[config.mk]
export PLATFORM = sky130hd
export DESIGN_NAME = sync_demux
export DESIGN_NICKNAME = d
export VERILOG_FILES = /design/src/rtl/sync_demux_pkg.sv /design/src/rtl/demux_lane_buf.sv /design/src/rtl/sync_demux.sv
export SDC_FILE = /design/constraint.sdc
export NUM_CORES = 1
export LEC_CHECK = 0
export CORE_MARGIN = 1
export CORE_UTILIZATION = 56
export DETAILED_ROUTE_END_ITERATION = 12
export GPL_ROUTABILITY_DRIVEN = 0
export PLACE_DENSITY = 0.84
export SYNTH_ARGS = -nofsm -noshare
export SYNTH_HDL_FRONTEND = slang
export SYNTH_SLANG_ARGS = --single-unit
[constraint.sdc]
create_clock -name clk -period 7.5 [get_ports clk]
set_clock_uncertainty 0.1 [all_clocks]
set_input_delay 0.75 -clock clk [delete_from_list [all_inputs] [get_ports clk]]
set_output_delay 0.75 -clock clk [all_outputs]
set_load 0.01 [all_outputs]
[src/rtl/sync_demux_pkg.sv]
// Shared types and constants for the registered 1-to-N demultiplexer.
package sync_demux_pkg;

    localparam int DATA_W = 16;

    typedef logic [DATA_W-1:0] word_t;

    localparam int DROP_CNT_W = 8;
    localparam logic [DROP_CNT_W-1:0] DROP_CNT_MAX = '1;

endpackage

[src/rtl/demux_lane_buf.sv]
// Two-entry FIFO for one output lane; slot0 is always the head.
module demux_lane_buf
    import sync_demux_pkg::*;
(
    input  logic  clk,
    input  logic  clr_n,
    input  logic  push,
    input  word_t push_data,
    input  logic  pop,
    output word_t head_data,
    output logic  valid,
    output logic  not_full
);

    logic [1:0] cnt_q, cnt_d;
    word_t      slot0_q, slot0_d;
    word_t      slot1_q, slot1_d;
    logic       do_push, do_pop;

    assign do_pop  = pop && (cnt_q != 2'd0);
    assign do_push = push && (cnt_q != 2'd2);

    always_comb begin
        cnt_d   = cnt_q;
        slot0_d = slot0_q;
        slot1_d = slot1_q;
        case ({do_push, do_pop})
            2'b10: begin
                if (cnt_q == 2'd0) slot0_d = push_data;
                else               slot1_d = push_data;
                cnt_d = cnt_q + 2'd1;
            end
            2'b01: begin
                // Popping to empty leaves slot0 untouched so the lane shows its last word.
                if (cnt_q == 2'd2) slot0_d = slot1_q;
                cnt_d = cnt_q - 2'd1;
            end
            2'b11: begin
                // Push and pop together only happens at occupancy 1.
                slot0_d = push_data;
            end
            default: ;
        endcase
    end

    always_ff @(posedge clk or negedge clr_n) begin
        if (!clr_n) begin
            cnt_q   <= 2'd0;
            slot0_q <= '0;
            slot1_q <= '0;
        end else begin
            cnt_q   <= cnt_d;
            slot0_q <= slot0_d;
            slot1_q <= slot1_d;
        end
    end

    assign head_data = slot0_q;
    assign valid     = (cnt_q != 2'd0);
    assign not_full  = (cnt_q != 2'd2);

endmodule

[src/rtl/sync_demux.sv]
// Registered 1-to-NUM_OUT demultiplexer with per-lane 2-deep buffering and
// a saturating counter of words dropped for out-of-range addresses.
module sync_demux
    import sync_demux_pkg::*;
#(
    parameter int NUM_OUT = 2,
    parameter int ADDR_W  = 3
) (
    input  logic                     clk,
    input  logic                     clr_n,
    input  logic [DATA_W-1:0]        in_data,
    input  logic [ADDR_W-1:0]        in_addr,
    input  logic                     in_valid,
    output logic                     in_ready,
    output logic [NUM_OUT*DATA_W-1:0] out_data,
    output logic [NUM_OUT-1:0]       out_valid,
    input  logic [NUM_OUT-1:0]       out_ready,
    output logic [DROP_CNT_W-1:0]    drop_cnt
);

    logic [NUM_OUT-1:0]    lane_sel;
    logic [NUM_OUT-1:0]    lane_not_full;
    logic                  addr_legal;
    logic                  accept;
    logic [DROP_CNT_W-1:0] drop_cnt_q, drop_cnt_d;

    for (genvar i = 0; i < NUM_OUT; i++) begin : g_lane
        word_t head;

        assign lane_sel[i] = (in_addr == ADDR_W'(i));

        demux_lane_buf u_buf (
            .clk       (clk),
            .clr_n     (clr_n),
            .push      (accept && lane_sel[i]),
            .push_data (in_data),
            .pop       (out_ready[i]),
            .head_data (head),
            .valid     (out_valid[i]),
            .not_full  (lane_not_full[i])
        );

        assign out_data[i*DATA_W +: DATA_W] = head;
    end

    assign addr_legal = |lane_sel;

    // Illegal addresses are always accepted so a bad producer cannot wedge the input.
    always_comb begin
        in_ready = 1'b1;
        for (int i = 0; i < NUM_OUT; i++) begin
            if (lane_sel[i]) in_ready = lane_not_full[i];
        end
    end

    assign accept = in_valid && in_ready;

    always_comb begin
        drop_cnt_d = drop_cnt_q;
        if (accept && !addr_legal && (drop_cnt_q != DROP_CNT_MAX))
            drop_cnt_d = drop_cnt_q + 1'b1;
    end

    always_ff @(posedge clk or negedge clr_n) begin
        if (!clr_n) drop_cnt_q <= '0;
        else        drop_cnt_q <= drop_cnt_d;
    end

    assign drop_cnt = drop_cnt_q;

endmodule
==> impl_metrics.ini <==
[setup_path]
cp_top_family = multiplexers
slowest_stage = o31ai_4
worstPathCellList = clkdlybuf4s50_1 -> nor2_1 -> nand2_1 -> or3_1 -> ha_1 -> mux2_4 -> o31ai_4 -> mux2_2
path_class = in -> reg
crit_path_end_kind = register
critical_path_arrival_ns = 3.80
critPathMaxFanout = 16
cp_slowest_stage_delay_ns = 0.69
path_buf_inv = 1
critPathLaunchType = input pin
cp.required_ns = 7.63

[logic_synthesis]
synthArstFlopShare_pct = 100.0
synth_area_leaders = dfrtp_1 (53%), mux2_2 (31%), ha_1 (2.8%)
ys_ff_latch = 76
yosys.area.top_type = dfrtp_1
synth_top_area_share_pct = 53.24
synth_edf_count = 0
synth_nets = 285
syn_avg_cell_area_um2 = 14.12
synth_most_common_cell = mux2_2
yosys-top-cells-count = mux2_2 (99), dfrtp_1 (76), ha_1 (8)
ys_warn_count = 0
synth_cells = 253
ys.flop_type = dfrtp_1
yosysSeqAreaShare_pct = 53.24
syn_area_um2 = 3572
synth_cell_types = 33

[detailed_routing]
avgViaCountPerCell = 5.603
dr.pass1.iters = 4
via_count = 2230
remaining_drc_errors = 0
wl_per_cell_um = 17.02
drtIter0Drc = 95
drt-total-wl_mm = 6.773
ant_nets = 0

[timing]
fin_crit_sh_pct = 48.93
worst_slew_pin_slew_ns = 1.055
fin_setup_tns_ns = 0
rsz0062_at_grt = no
finalSetupViolCount = 0
clock.fmax_mhz = 272.5
holdWs_ns = 0.4050
max-slew-margin-rel_pct = 29.23
hold_viol_final = 0
maxSlewViolCount = 0
fin_crit_ns = 3.669
setup_slack_ns = 3.831

[clock_network]
clkTransAtPathRegs_ns = 0.07
clk_latency_ns = 0.34
cts_hold_buf = 0
clockBufferDepth = 2
post_cts_buffers = 0
numClockSinks = 76
htree_levels = 3
clockRootBuffer = clkbuf_8
cts_tree = yes
numCtsBuffers = 9
post_cts_resized = 0

[final_layout]
area_growth_syn_to_layout_pct = 24.87
drive_gt1_share_pct = 37.46
final_nets = 352
insertedDiodeCount = 0

[worst_hold_path]
hold_path_class = reg -> reg

[pwr]
max-vdd-ir-drop_v = 0.0002232
finalPower_w = 0.001866
p_per_area_nw_per_um2 = 418.3
leakage_nw = 1.934

[status]
outcome = finished clean

[global_route]
grt_util_met2_pct = 36.12
grt.total_usage_pct = 22.55
grt_first_pass_wirelength_mm = 11.02
antenna_found_initial = 0
grtUsageMet1_pct = 30.04
grt_pass1_vias = 2261
grt-busiest-layer = met2
grt_remaining_overflow = 0
met3_usage_pct = 5.556
grt_max_degree = 77

[floorplanning]
die_area_um2 = 6702
core_um2 = 6026
ioPinCount = 67
row_count = 28
die_y_um = 81.87
fp.dieW_um = 81.87
start_util_pct = 59.28

[placed_design]
place_ws_ns = 3.432
portBuffers = 66
dp_hpwl_mm = 4.495

[run]
cap_violations = 0
cell type report:
cell class	instances	area, µm²
Clock inverter	4	76.32
Multi-Input combinational cell	161	1580
Clock buffer	10	127.6
Sequential cell	76	1902
Timing Repair Buffer	66	658.1
Tap cell	75	93.84
Inverter	6	22.52
Fill cell	406	1565
cells in the final DEF, fill, tap and decap left out, drive strengths merged, types with 3 or more instances in the layout:
cell type	n
a21oi	3
xor2	7
xnor2	3
clkbuf	10
o21ai	4
nand2	8
dfrtp	76
or2	3
nor2	4
mux2	100
ha	8
inv	6
clkdlybuf4s50	65
nand3	3
logic make-up (layout without fill, tap and decap cells):
group	after synthesis	in the layout	synth area share [%]
AO/OA/AOI/OAI	13	13	2.977
adder cells (fa/ha/maj)	8	8	2.802
AND/OR/NAND/NOR	30	30	4.379
XOR/XNOR	10	10	2.452
multiplexers	100	100	31.63
flip-flops	76	76	53.24
buffers and inverters	16	86	2.522
worst paths after layout:
| kind | startpoint | endpoint | slack [ns] | cells past startpoint |
|---|---|---|---|---|
| max in group asynchronous | clr_n | g_lane[1].u_buf.slot1_q[11]$_DFFE_PN0P_ | 6.24 | 1 |
| min | g_lane[1].u_buf.slot1_q[0]$_DFFE_PN0P_ | g_lane[1].u_buf.slot1_q[0]$_DFFE_PN0P_ | 0.40 | 1 |
| max | in_addr[1] | g_lane[0].u_buf.head_data[10]$_DFFE_PN0P_ | 3.83 | 8 |
| min reg2reg | g_lane[1].u_buf.slot1_q[0]$_DFFE_PN0P_ | g_lane[1].u_buf.slot1_q[0]$_DFFE_PN0P_ | 0.40 | 1 |
| max reg2reg | g_lane[0].u_buf.cnt_q[0]$_DFFE_PN0P_ | g_lane[0].u_buf.head_data[10]$_DFFE_PN0P_ | 4.36 | 7 |
| min in group asynchronous | clr_n | g_lane[1].u_buf.head_data[1]$_DFFE_PN0P_ | 0.43 | 1 |
through the flow:
step,util [%],cells,area (µm²)
after floorplan,-,253,3572
after global placement,70.64,384,4257
after detailed placement,70.64,384,4257
after CTS,74.02,398,4461
after global routing,74.02,398,4461
final,74.02,398,4461
state kept, by name, indices dropped and copies added (netlist names):
| name | cells |
|---|---|
| g_lane.u_buf.slot1_q | 32 |
| g_lane.u_buf.head_data | 32 |
| drop_cnt | 8 |
| g_lane.u_buf.cnt_q | 4 |
where the power goes:
part | total, W | switching [W] | internal (W)
logic | 0.000793 | 0.000299 | 0.000494
registers | 0.000745 | 0.000132 | 0.000612
clock network | 0.000328 | 0.000144 | 0.000184
per-layer routing:
layer  vias to the layer above  part of all wire, %
met5                         -                    0
li1                       1037                    -
met3                         6                  3.7
met4                         0                  1.1
met2                        48                   49
met1                      1139                   46
(Power assumes the default switching activity.)
